[src/rtl/muldiv_seq.sv]
// Iterative RV32 M-extension unit: radix-2 shift-add multiply and restoring
// divide, one step per clock, behind a valid/ready request and a resp_valid pulse.
module muldiv_seq #(
    parameter int WIDTH = 32
) (
    input  logic             clock,
    input  logic             reset_n,
    input  logic             req_valid,
    output logic             req_ready,
    input  logic [2:0]       funct3,
    input  logic [WIDTH-1:0] op_a,
    input  logic [WIDTH-1:0] op_b,
    input  logic             flush,
    output logic             busy,
    output logic             resp_valid,
    output logic [WIDTH-1:0] resp_data
);

    localparam int CNT_W = 6;

    typedef enum logic [1:0] {IDLE, PREP, ITER, DONE} state_t;

    state_t             state_q, state_d;
    logic [2:0]         f3_q, f3_d;
    logic [WIDTH-1:0]   a_q, a_d;
    logic [WIDTH-1:0]   b_q, b_d;
    logic [WIDTH-1:0]   opnd_q, opnd_d;
    logic [2*WIDTH-1:0] work_q, work_d;
    logic               neg_q, neg_d;
    logic [CNT_W-1:0]   cnt_q, cnt_d;
    logic               resp_valid_q, resp_valid_d;
    logic [WIDTH-1:0]   resp_data_q, resp_data_d;

    // Sign fix-up and result selection from the final working register.
    function automatic logic [WIDTH-1:0] fixup(input logic [2:0] f3,
                                               input logic neg,
                                               input logic [2*WIDTH-1:0] w);
        logic [2*WIDTH-1:0] prod;
        logic [WIDTH-1:0]   quo;
        logic [WIDTH-1:0]   rem;
        prod = neg ? -w : w;
        quo  = neg ? -w[WIDTH-1:0] : w[WIDTH-1:0];
        rem  = neg ? -w[2*WIDTH-1:WIDTH] : w[2*WIDTH-1:WIDTH];
        case (f3)
            3'b000:         return w[WIDTH-1:0];
            3'b100, 3'b101: return quo;
            3'b110, 3'b111: return rem;
            default:        return prod[2*WIDTH-1:WIDTH];
        endcase
    endfunction

    logic             is_div;
    logic             a_signed, b_signed;
    logic             a_neg, b_neg;
    logic [WIDTH-1:0] mag_a, mag_b;
    logic             res_neg;
    logic             spec_hit;
    logic [WIDTH-1:0] spec_res;
    logic             div_zero, div_ovf;

    always_comb begin
        is_div   = f3_q[2];
        a_signed = (f3_q == 3'b001) || (f3_q == 3'b010) || (f3_q == 3'b100) || (f3_q == 3'b110);
        b_signed = (f3_q == 3'b001) || (f3_q == 3'b100) || (f3_q == 3'b110);
        a_neg    = a_signed && a_q[WIDTH-1];
        b_neg    = b_signed && b_q[WIDTH-1];
        mag_a    = a_neg ? -a_q : a_q;
        mag_b    = b_neg ? -b_q : b_q;
        case (f3_q)
            3'b001, 3'b100: res_neg = a_neg ^ b_neg;
            3'b010, 3'b110: res_neg = a_neg;
            default:        res_neg = 1'b0;
        endcase

        div_zero = is_div && (b_q == '0);
        div_ovf  = ((f3_q == 3'b100) || (f3_q == 3'b110))
                   && (a_q == {1'b1, {(WIDTH-1){1'b0}}}) && (b_q == '1);
        spec_hit = div_zero || div_ovf;
        if (div_zero)
            spec_res = f3_q[1] ? a_q : '1;
        else
            spec_res = f3_q[1] ? '0 : a_q;
    end

    logic [WIDTH:0]     add_sum;
    logic [WIDTH:0]     shifted;
    logic [WIDTH:0]     diff;
    logic               fits;
    logic [2*WIDTH-1:0] step_next;

    // Work register: multiply keeps {partial high, shifting multiplier};
    // divide keeps {remainder, dividend shifting into quotient}.
    always_comb begin
        add_sum = {1'b0, work_q[2*WIDTH-1:WIDTH]}
                  + {1'b0, (work_q[0] ? opnd_q : {WIDTH{1'b0}})};
        shifted = {work_q[2*WIDTH-1:WIDTH], work_q[WIDTH-1]};
        diff    = shifted - {1'b0, opnd_q};
        fits    = ~diff[WIDTH];
        if (is_div)
            step_next = {(fits ? diff[WIDTH-1:0] : shifted[WIDTH-1:0]),
                         work_q[WIDTH-2:0], fits};
        else
            step_next = {add_sum, work_q[WIDTH-1:1]};
    end

    always_comb begin
        state_d      = state_q;
        f3_d         = f3_q;
        a_d          = a_q;
        b_d          = b_q;
        opnd_d       = opnd_q;
        work_d       = work_q;
        neg_d        = neg_q;
        cnt_d        = cnt_q;
        resp_valid_d = 1'b0;
        resp_data_d  = resp_data_q;

        case (state_q)
            IDLE: begin
                if (req_valid && !flush) begin
                    f3_d    = funct3;
                    a_d     = op_a;
                    b_d     = op_b;
                    cnt_d   = '0;
                    state_d = PREP;
                end
            end
            PREP: begin
                if (flush) begin
                    state_d = IDLE;
                end else if (spec_hit) begin
                    // Special results take a second PREP cycle so they land two cycles after acceptance.
                    if (cnt_q == '0) begin
                        cnt_d = CNT_W'(1);
                    end else begin
                        resp_valid_d = 1'b1;
                        resp_data_d  = spec_res;
                        state_d      = DONE;
                    end
                end else begin
                    neg_d   = res_neg;
                    opnd_d  = is_div ? mag_b : mag_a;
                    work_d  = {{WIDTH{1'b0}}, (is_div ? mag_a : mag_b)};
                    cnt_d   = '0;
                    state_d = ITER;
                end
            end
            ITER: begin
                if (flush) begin
                    state_d = IDLE;
                end else begin
                    work_d = step_next;
                    cnt_d  = cnt_q + CNT_W'(1);
                    if (cnt_q == CNT_W'(WIDTH-1)) begin
                        resp_valid_d = 1'b1;
                        resp_data_d  = fixup(f3_q, neg_q, step_next);
                        state_d      = DONE;
                    end
                end
            end
            DONE: begin
                state_d = IDLE;
            end
            default: begin
                state_d = IDLE;
            end
        endcase
    end

    always_ff @(posedge clock or negedge reset_n) begin
        if (!reset_n) begin
            state_q      <= IDLE;
            f3_q         <= '0;
            a_q          <= '0;
            b_q          <= '0;
            opnd_q       <= '0;
            work_q       <= '0;
            neg_q        <= 1'b0;
            cnt_q        <= '0;
            resp_valid_q <= 1'b0;
            resp_data_q  <= '0;
        end else begin
            state_q      <= state_d;
            f3_q         <= f3_d;
            a_q          <= a_d;
            b_q          <= b_d;
            opnd_q       <= opnd_d;
            work_q       <= work_d;
            neg_q        <= neg_d;
            cnt_q        <= cnt_d;
            resp_valid_q <= resp_valid_d;
            resp_data_q  <= resp_data_d;
        end
    end

    assign req_ready  = (state_q == IDLE);
    assign busy       = (state_q != IDLE);
    assign resp_valid = resp_valid_q;
    assign resp_data  = resp_data_q;

endmodule

[config.mk]
export PLATFORM = sky130hd
export DESIGN_NAME = muldiv_seq
export DESIGN_NICKNAME = d
export VERILOG_FILES = /design/src/rtl/muldiv_seq.sv
export SDC_FILE = /design/constraint.sdc
export NUM_CORES = 1
export LEC_CHECK = 0
export CORE_MARGIN = 2
export CORE_UTILIZATION = 65
export DETAILED_ROUTE_END_ITERATION = 8
export PLACE_DENSITY = 0.94
export SLEW_MARGIN = 10
export SYNTH_ARGS = -nofsm -noshare
export SYNTH_HDL_FRONTEND = slang
export SYNTH_SLANG_ARGS = --single-unit
[constraint.sdc]
create_clock -name clock -period 10.1 [get_ports clock]
set_clock_uncertainty 0.2 [all_clocks]
set_input_delay 1.515 -clock clock [delete_from_list [all_inputs] [get_ports clock]]
set_output_delay 1.515 -clock clock [all_outputs]
set_load 0.05 [all_outputs]
==> metrics, run 1 <==
Synth Cell Area 19300 µm²; share of cells above drive strength 1 11.1%; first-pass GRT wire length 113 mm; YS warnings 0; uppermost routed layer met5; Initial Util 65.5%; outcome completed; grt ovf 0; number of max-cap violations 0; Mapped Cells 2324; Hold Vio Cnt, Final 0; startpoint type of the worst setup path register; chip width 176 µm; FF-to-FF setup slack 3120 ps; XOR/XNOR share of the synthesized area 7.77%; reg2reg end resp_data[22]$_DFFE_PN0P_; max-slew violations 0; core area 29400 µm²; # nets final 2454; mux contribution to synthesized area 12.6%; WHS Path Cells 2; initial antenna violation count 9; Fin Setup TNS 0 ps; area added between synthesis and finish 9.81%; CTS max path bufs 3; Slew headroom 11.7%; synthesized flop and latch total 205; FP Rows 63; Sink Count 205; routed wl met2 32.7 mm; Compound-Gate Fraction of Synth Area 23.7%; synth unique cells 100; antenna-violating nets left 0; Via density 7.30; Final GP Congestion 1.07; Crit. End Element register; Worst Hold Path EP resp_data[3]$_DFFE_PN0P_; DP HPWL 54.2 mm; crit path time final 6980 ps; endpoints failing setup 0; Syn Nets 2471; initial DRC count 3045; CTS H-tree depth 1; die outline area 31000 µm²; Post-Synth Adder-Cell Area 5.12%; detailed-route wire length per cell 27.3 µm; Total Routed Length 74.3 mm; measured slew at the worst slew-check pin 1330 ps; cts repair resizes 0; Hold WC Path Type reg -> reg; largest net degree at the start of global routing 86; Die H 176 µm; total CTS buffers 25; via count 19900; Skew-Pair Late Insertion Delay 560 ps; wl on met1 26.9 mm; CP Data Arrival Time 7220 ps; WS Path Type reg -> reg; hold_buf cts 0; RSZ-0062 raised after global routing false; vias in the first global route 18800; Worst R2R Path Depth 24; dominant synthesized flop cell dfrtp_1; hold_sp resp_data[3]$_DFFE_PN0P_; commonest non-fill, non-tap cell in the layout nand2_1; Max Clk Rate 143 MHz; FFs w/ async S/R, synth 100%; Post-synth EDFFs 0; final period utilization 69.1%; Port Buf Inserts 105; DRT Pass-1 Iters 9; Worst-path clk slew 70 ps; commonest non-fill, non-tap cells in the layout nand2_1, dfrtp_1, o21ai_0; largest family of logic cells by synthesized area compound AO/OA/AOI/OAI gates; CTS tree done; gr usage total 47.3%; Avg Inst Size Synth 8.29 µm²; Worst EP required 10330 ps; Worst R2R Start work_q[31]$_DFFE_PN0P_; clock root cell clkbuf_16; register area share after synthesis 26.6%; met3 wire len 8.79 mm; worst-path fanout max 9; DR DRC count 0; postcts setup bufs 0; I/O pin count 106; Simple-Gate Fraction of Synth Area 19.1%
==> worst max path at each step <==
stage,start,endpoint,slack [ps],depth (start not counted)
after floorplan,work_q[31]$_DFFE_PN0P_,resp_data[16]$_DFFE_PN0P_,4150,25
after global placement,work_q[31]$_DFFE_PN0P_,resp_data[22]$_DFFE_PN0P_,3490,24
after detailed placement,work_q[31]$_DFFE_PN0P_,resp_data[22]$_DFFE_PN0P_,3390,24
after CTS,work_q[31]$_DFFE_PN0P_,resp_data[22]$_DFFE_PN0P_,3310,24
after global routing,work_q[31]$_DFFE_PN0P_,resp_data[22]$_DFFE_PN0P_,2630,24
final,work_q[31]$_DFFE_PN0P_,resp_data[22]$_DFFE_PN0P_,3120,24
==> synthesized netlist by cell type, types with 9 or more instances <==
master	number	area, µm²
nand2_1	220	826
dfrtp_1	205	5130
o21ai_0	191	956
a21oi_1	173	866
nor2_1	155	582
clkbuf_1	125	469
mux2_2	106	1190
xnor2_1	89	780
xor2_1	82	718
nor3_1	78	390
ha_1	74	926
inv_1	72	270
mux2i_1	61	611
and2_1	44	275
nand3_1	37	185
nand4_1	34	213
o31ai_1	32	240
mux4_2	28	631
nand2b_1	26	163
buf_1	25	93.8
o211ai_1	22	165
a211oi_1	21	158
a21o_1	20	150
a31oi_1	20	125
nor4_1	20	125
o21a_1	20	150
a22o_1	18	158
and3_1	18	113
buf_2	17	85.1
or2_2	17	106
or3_1	17	106
o2111ai_1	16	140
o221ai_1	15	131
o41ai_1	15	131
a211o_1	13	114
o21ai_1	11	55.1
a221oi_1	10	87.6
nand3b_1	10	75.1
nor2b_1	10	62.6
o31a_1	9	78.8
or4_1	9	67.6
==> critical path, stage by stage (launching register included) <==
cell and delay, ps:
dfrtp_1 510, inv_1 110, ha_1 170, inv_1 60, fa_1 420, a211oi_1 440, o21ai_4 140, a21oi_2 370
a211o_1 320, a211o_1 240, nor2_4 100, a21oi_1 330, ha_1 270, nand3b_1 120, a2111oi_0 310, buf_4 210
nand4b_1 220, or2_2 390, nor3_1 720, nor2_1 360, nand2_1 160, a21oi_1 80, nor3_1 220, a221oi_1 120
a211o_1 260
==> state kept, by name (all words and copies together), names as in the netlist <==
name,cells
f3_q,3
resp_valid,1
neg_q,1
b_q,32
cnt_q,6
a_q,32
work_q,64
state_q,2
opnd_q,32
resp_data,32
==> cell families (layout without fill, tap and decap cells) <==
group	after synthesis	in the layout
AO/OA/AOI/OAI	694	694
XOR/XNOR	171	171
adder cells (fa/ha/maj)	78	78
buffers and inverters	244	244
flip-flops	205	205
multiplexers	195	195
other	0	6
AND/OR/NAND/NOR	737	737
==> through the flow <==
| step | utilization [%] | cell area (µm²) | std cells | hold WS [ps] | setup slack [ps] |
|---|---|---|---|---|---|
| global route | 71.9 | 21100 | 2716 | 318 | 2630 |
| global placement | 69.1 | 20300 | 2670 | 271 | 3490 |
| CTS | 71.9 | 21100 | 2714 | 295 | 3310 |
| finish | 72.0 | 21200 | 2720 | 292 | 3120 |
| floorplan | - | 19300 | 2324 | 264 | 4150 |
| detailed placement | 69.1 | 20300 | 2670 | 280 | 3390 |
==> layer usage <==
layer	GRT usage, %	up-vias
li1	-	8545
met2	74.0	1546
met1	58.8	9346
met3	11.5	416
met5	0	-
met4	29.9	6
==> cell type report <==
type	count	area (µm²)
multi-input cells	1875	13200
fillers	2249	8240
flip-flops and latches	205	5130
repair buffers	127	1220
clock buffers	33	686
well taps	390	488
inverters	73	275
clock inverters	11	131
diodes	6	15.0
Power of run 1 is left out: the tool's default activity adds up to more than one toggle a clock period on the data nets, which glitch-free logic cannot reach.
==> run 2, diff against run 1 <==
Settings changed: CORE_UTILIZATION 65 to 56, PLACE_DENSITY 0.94 to 0.86.
Clock period 10.1 ns to 5.9 ns, I/O delays scaled along.
==> run 2 against run 1 <==
Effect of this change:
- sequential cell count unchanged
- count of clock-buffer cells in the layout shrank 4
- utilization fell by 7.6 points
- die area increased by 16%
- setup slack worse by 2800 ps
- cell area increased by 2.6%
- cell count is 4.1% higher
- highest routed layer unchanged
==> metrics, run 2 (same netlist as run 1, synthesis figures left out) <==
clock root cell clkbuf_16; grt ovf 0 (unchanged); area added between synthesis and finish 12.6%; measured slew at the worst slew-check pin 1170 ps (-158 ps); Worst EP required 6150 ps (-4180 ps); total CTS buffers 25 (unchanged); CTS tree done; Die H 189 µm (+7.6%); CTS max path bufs 3 (unchanged); FP Rows 67 (+6.3%); Fin Setup TNS 0 ps (unchanged); Slew headroom 19.9% (+8.3 points); vias in the first global route 18700 (-0.40%); startpoint type of the worst setup path register; commonest non-fill, non-tap cell in the layout nand2_1; register name with the most flops work_q; Initial Util 57.2% (-8.4 points); Crit. End Element register; Port Buf Inserts 105 (unchanged); DP HPWL 54.3 mm (+0.30%); Sink Count 205 (unchanged); commonest non-fill, non-tap cells in the layout nand2_1, dfrtp_1, o21ai_0; DR DRC count 0 (unchanged); gr usage total 39.8% (-7.5 points); DRT Pass-1 Iters 6 (-3); outcome completed; number of max-cap violations 0 (unchanged); Hold Vio Cnt, Final 0 (unchanged); Hold WC Path Type in -> async; WS Path Type reg -> reg; Max Clk Rate 178 MHz (+24%); worst-path fanout max 11 (+2); min setup slack post-route 280 ps (-2840 ps); share of cells above drive strength 1 13.6% (+2.5 points); first-pass GRT wire length 111 mm (-1.8%); # nets final 2511 (+2.3%); antenna fix cells 0 (-6); dpl cell area 20800 µm² (+2.5%); I/O pin count 106 (unchanged); hold_buf cts 0 (unchanged); final non-filler cell area 21700 µm² (+2.6%); setup slack at placement 228 ps (-3160 ps); via count 19700 (-1.0%); chip width 189 µm (+7.6%); Total Routed Length 72.1 mm (-2.9%); FILL cells 2829 (+26%); Final GP Congestion 1.05 (-1.6%); core area 33700 µm² (+15%); endpoints failing setup 0 (unchanged); detailed-route wire length per cell 25.5 µm (-6.7%); Largest register FFs 64 (unchanged); max-slew violations 0 (unchanged); initial antenna violation count 1 (-8); antenna-violating nets left 0 (unchanged); CTS H-tree depth 1 (unchanged); final period utilization 95.3% (+26 points); Worst-path clk slew 70 ps (about the same); largest net degree at the start of global routing 125 (+45%); crit path time final 5620 ps (-1360 ps); Skew-Pair Late Insertion Delay 570 ps (about the same); CP Data Arrival Time 5870 ps (-1350 ps); initial DRC count 2927 (-3.9%); die outline area 35900 µm² (+16%); Via density 6.94 (-4.9%)
[run 2: changes by cell type in the layout (fill, tap and decap cells not counted), moves of 2 or more]
cell and delta:
buf_4 +53, diode_2 -6, buf_12 +4, clkinv_2 +4, clkbuf_1 -3, clkinv_4 +3, clkinvlp_4 +2, ha_1 -2
ha_2 +2
[run 2: cell type report]
type                            count  area (µm²)  share of cell area (%)
Clock buffer                       29         661                    3.04
Clock inverter                     17         134                   0.617
Inverter                           73         275                    1.27
Multi-Input combinational cell   1875       13200                    61.0
Sequential cell                   205        5130                    23.7
Tap cell                          448         561                    2.58
Timing Repair Buffer              184        1700                    7.82
[run 2: worst paths after layout]
check                                    startpoint                   endpoint  slack, ps  cells past startpoint
max in group asynchronous                   reset_n        f3_q[2]$_DFFE_PN0P_       4080                      2
min reg2reg                resp_data[3]$_DFFE_PN0P_   resp_data[3]$_DFFE_PN0P_        280                      2
min                                         reset_n        a_q[16]$_DFFE_PN0P_        160                      1
max                          work_q[56]$_DFFE_PN0P_  resp_data[16]$_DFFE_PN0P_        280                     21
max reg2reg                  work_q[56]$_DFFE_PN0P_  resp_data[16]$_DFFE_PN0P_        280                     21
min in group clock         resp_data[3]$_DFFE_PN0P_   resp_data[3]$_DFFE_PN0P_        280                      2
[run 2: metal layers]
metal,vias up,GRT usage [%],routed length [µm]
li1,8658,-,-
met1,9374,51.4,27300
met2,1328,62.3,32100
met3,291,8.01,7710
met4,2,22.8,4880
met5,-,0,14
[run 2: stage by stage]
stage / utilization, % / hold slack (ps) / cells
after global placement: 61.8 / 271 / 2781
after global routing: 64.4 / 203 / 2831
after CTS: 64.2 / 186 / 2827
after detailed placement: 61.8 / 275 / 2781
after floorplan: - / 264 / 2324
final: 64.4 / 156 / 2831
[run 2: what timing repair did]
action | CTS | global route
setup buffers | 0 | 4
resized for setup | 0 | 6
setup endpoints to repair | 0 | 13
[run 2: critical path, cell delays in order, from the launching register on]
cell and delay, ps:
dfrtp_1 420, ha_2 470, nand4_1 190, or4_4 560, nor2_4 130, o31a_1 240
a211o_1 230, nor2_4 60, a21oi_1 170, ha_1 240, nand3b_1 140, a2111oi_1 320
buf_4 210, nand4b_1 120, or2_2 340, or3_1 460, nor2_1 120, nand2_1 80
o31ai_1 250, xor2_1 190, a221oi_1 90, a211o_1 270
Power of run 2 is left out for the same reason.
==> variant 1 (config.mk and constraints of run 2) <==
Encoding of `state_t`: now one-hot (4 bits for 4 states).
--- a/src/rtl/muldiv_seq.sv
+++ b/src/rtl/muldiv_seq.sv
@@ -18,7 +18,7 @@
 
     localparam int CNT_W = 6;
 
-    typedef enum logic [1:0] {IDLE, PREP, ITER, DONE} state_t;
+    typedef enum logic [3:0] {IDLE = 4'b0001, PREP = 4'b0010, ITER = 4'b0100, DONE = 4'b1000} state_t;
 
     state_t             state_q, state_d;
     logic [2:0]         f3_q, f3_d;
Behaviour: no difference found for any inputs over 4 cycles, from zero or initial values and one cycle with reset_n low; so few cycles prove little.
==> variant 1 against run 2 <==
Setup slack gained 0.061 ns; area after synthesis is 1.8% lower; global-route usage rose by 1.3 points; non-clock buffer count is 15 higher; via count rose by 3.0%; maximum frequency is 1.1% higher; design area is 0.99% lower; synthesized cell count is 5.8% higher; wire length rose by 2.2%; sequential cell count is 2 higher.
==> variant 1: results (changes against run 2) <==
Run status
Result of the run: completed (unchanged).

Routing
The number of vias per cell came to 6.812 (was 6.942). The average wire per cell in the routed design came to 24.79 um (was 25.46 um). The length of routed met3 wiring is 7734 um (was 7710 um).

The routed wire length on met2 is 32180 um (was 32150 um). The DRC marker count from the first detailed-route iteration was 2867 (was 2927). The met1 wire length is 28090 um (was 27320 um). The total number of vias is 20237 (was 19653).

STA
The worst hold slack is 0.2286 ns (was 0.1561 ns). The minimum period implied by the final worst setup slack was 5.560 ns (was 5.620 ns).

Critical path
The signal arrival time at the worst endpoint is 5.77 ns (was 5.87 ns). The slowest cell on the critical path is sky130_fd_sc_hd__nor2_2 (was sky130_fd_sc_hd__or4_4). The path depth of the worst reg2reg path is 22 (was 21). The termination of the worst setup path was resp_data[31] (was resp_data[16]). The worst-case register-to-register setup slack is 0.34 ns (was 0.28 ns). The delay of the slowest cell on the worst path is 0.58 ns (was 0.56 ns).

GRT
The wire length of the first global-routing pass is 112900 um (was 110600 um). The global routing usage on met2 is 0.6318 (was 0.6229). The number of global-route vias before repair is 18959 (was 18726). The overall track demand over capacity in global routing was 0.4110 (was 0.3980).

The routing usage on met1 is 0.5200 (was 0.5139). The met3 usage is 0.09732 (was 0.08007).

Logic synthesis
Largest cells by area after synthesis: sky130_fd_sc_hd__dfrtp_1 (27%), sky130_fd_sc_hd__a21oi_1 (7.0%), sky130_fd_sc_hd__o21ai_0 (5.8%) (was sky130_fd_sc_hd__dfrtp_1 (27%), sky130_fd_sc_hd__mux2_2 (6.2%), sky130_fd_sc_hd__o21ai_0 (5.0%)). The synthesized instance count was 2459 (was 2324). Post-synth top cells: sky130_fd_sc_hd__a21oi_1 (266), sky130_fd_sc_hd__nor2_1 (258), sky130_fd_sc_hd__o21ai_0 (218) (was sky130_fd_sc_hd__nand2_1 (220), sky130_fd_sc_hd__dfrtp_1 (205), sky130_fd_sc_hd__o21ai_0 (191)). The proportion of synthesized chip area in sequential cells is 0.2739 (was 0.2662).

Finish
The area of the multi-input gates is 12820 um2 (was 13240 um2). The proportion of layout cells with a drive suffix above 1 is 0.1048 (was 0.1364). The fraction of cell area in non-clock buffers was 0.08310 (was 0.07824). The number of clock-tree buffers in the layout was 33 (was 29). The total of fill cells in the finished design is 2887 (was 2829). The multi-input gate count is 2002 (was 1875). The final design utilization came to 0.6440 (was 0.6439). The number of ordinary and repair buffers in the finished layout is 199 (was 184). The count of inserted antenna diode cells was 3 (was 0).

Placed design
The post-DP HPWL is 55730 um (was 54350 um). The global placement routability congestion is 1.063 (was 1.050).

Clock tree
The clock insertion delay at the later pin of the skew report is 0.55 ns (was 0.57 ns).
## variant 1: cell types whose count changed after synthesis, moves of 16 or more
cell and delta:
sky130_fd_sc_hd__nor2_1 +103, sky130_fd_sc_hd__a21oi_1 +93, sky130_fd_sc_hd__mux2i_1 -33, sky130_fd_sc_hd__nand3_1 +32, sky130_fd_sc_hd__mux2_2 -28, sky130_fd_sc_hd__o21ai_0 +27, sky130_fd_sc_hd__clkbuf_1 +24, sky130_fd_sc_hd__mux4_2 -24
sky130_fd_sc_hd__and2_1 -20, sky130_fd_sc_hd__xnor2_1 +18, sky130_fd_sc_hd__a22o_1 -16
## variant 1: kinds of logic (layout without fill, tap and decap cells)
logic type,after synthesis,count (layout),share of synthesized area
DFF,207,207,0.2739
other,0,3,0
buffers and inverters,250,311,0.05072
AOI/OAI and AO/OA,810,810,0.2662
xor gates and xnor gates,176,176,0.08148
muxes,111,111,0.06660
adders and majority gates,74,74,0.04960
and+or+nand+nor,831,831,0.2116
==> variant 2 (settings of run 2) <==
Made on the original files. `WIDTH`: 32 -> 16.
--- a/src/rtl/muldiv_seq.sv
+++ b/src/rtl/muldiv_seq.sv
@@ -1,7 +1,7 @@
 // Iterative RV32 M-extension unit: radix-2 shift-add multiply and restoring
 // divide, one step per clock, behind a valid/ready request and a resp_valid pulse.
 module muldiv_seq #(
-    parameter int WIDTH = 32
+    parameter int WIDTH = 16
 ) (
     input  logic             clock,
     input  logic             reset_n,
Ports: changed (resized op_a, op_b and resp_data); port bits go from 106 to 58. The function was not compared with the original's and may differ.
==> variant 2 against run 2 <==
Critical path type unchanged; first-iteration DRC count is 55% lower; synthesized cell count fell by 48%; wire length down 59%; sequential cell count fell by 96; design area is 51% lower; area after synthesis shrank 50%; setup slack improved by 0.099 ns; core utilization fell by 2.2 points; die area down 49%.
Power is not shown: default switching activity piles up to over one toggle a cycle in this logic, so the estimate is an artifact.
==> variant 2: results (changes against run 2) <==
Run status
Result of the run: completed (unchanged).

Logic synthesis
The multiplexer fraction of the synthesized cell area is 0.07751 (was 0.1264). The share of the synthesized netlist area taken by xor and xnor gates is 0.06319 (was 0.07773). The average footprint of a synthesized cell is 8.105 um2 (was 8.291 um2). Post-synth top cells: sky130_fd_sc_hd__nand2_1 (131), sky130_fd_sc_hd__dfrtp_1 (109), sky130_fd_sc_hd__o21ai_0 (107) (was sky130_fd_sc_hd__nand2_1 (220), sky130_fd_sc_hd__dfrtp_1 (205), sky130_fd_sc_hd__o21ai_0 (191)). The area fraction in compound gates after synthesis is 0.2626 (was 0.2374).

Placed design
The global placement routability congestion is 1.057 (was 1.050). The minimum setup slack after placement is 0.5648 ns (was 0.2283 ns). The number of buffers inserted by port buffering came to 57 (was 105).

Finish
The total of fill cells in the finished design was 1434 (was 2829). The flip-flop count of the largest register, all copies and words added is 32 (was 64). The area of all sequential standard cells is 2731 um2 (was 5135 um2). The number of clock-tree buffers in the layout came to 10 (was 29). The post-route cell area is 10640 um2 (was 21700 um2). The final design utilization came to 0.6217 (was 0.6439).

The number of signal-net inverters in the final layout is 40 (was 73). The number of nets at the end of the flow was 1287 (was 2511). The multi-input gate count is 976 (was 1875).

Routing
The length of routed met3 wiring was 3193 um (was 7710 um). The top routing layer in use is met4 (was met5). The routed wire length on met2 is 13430 um (was 32150 um). The total number of vias was 9722 (was 19653). The number of vias per cell came to 6.780 (was 6.942).

Clock tree
The buffer levels on the longest clock path was 2 (was 3). The number of buffers inserted during clock tree synthesis came to 9 (was 25).

GRT
The wire length of the first global-routing pass is 47230 um (was 110600 um). The routing usage on met1 came to 0.4453 (was 0.5139). The met3 usage is 0.07071 (was 0.08007). The maximum number of pins on one net before global-route repair came to 58 (was 125). The number of global-route vias before repair came to 8815 (was 18726).

STA
The tightest slew margin relative to the limit is 0.2503 (was 0.1993). The worst hold slack is 0.2931 ns (was 0.1561 ns).

Critical path
The startpoint of the worst-slack reg-to-reg timing path is work_q[15] (was work_q[56]). The worst-case register-to-register setup slack is 0.38 ns (was 0.28 ns). The slowest cell on the critical path was sky130_fd_sc_hd__a21boi_0 (was sky130_fd_sc_hd__or4_4).

The delay of the slowest cell on the worst path is 0.47 ns (was 0.56 ns).
## variant 2: cell count changes after synthesis, moves of 24 or more
cell	run 2	this run
sky130_fd_sc_hd__mux2_2	106	41
sky130_fd_sc_hd__clkbuf_1	125	53
sky130_fd_sc_hd__ha_1	74	42
sky130_fd_sc_hd__mux2i_1	61	20
sky130_fd_sc_hd__nand2_1	220	131
sky130_fd_sc_hd__mux4_2	28	4
sky130_fd_sc_hd__dfrtp_1	205	109
sky130_fd_sc_hd__nor3_1	78	29
sky130_fd_sc_hd__a21oi_1	173	83
sky130_fd_sc_hd__inv_1	72	39
sky130_fd_sc_hd__o21ai_0	191	107
sky130_fd_sc_hd__nor2_1	155	101
sky130_fd_sc_hd__xnor2_1	89	46
sky130_fd_sc_hd__xor2_1	82	24
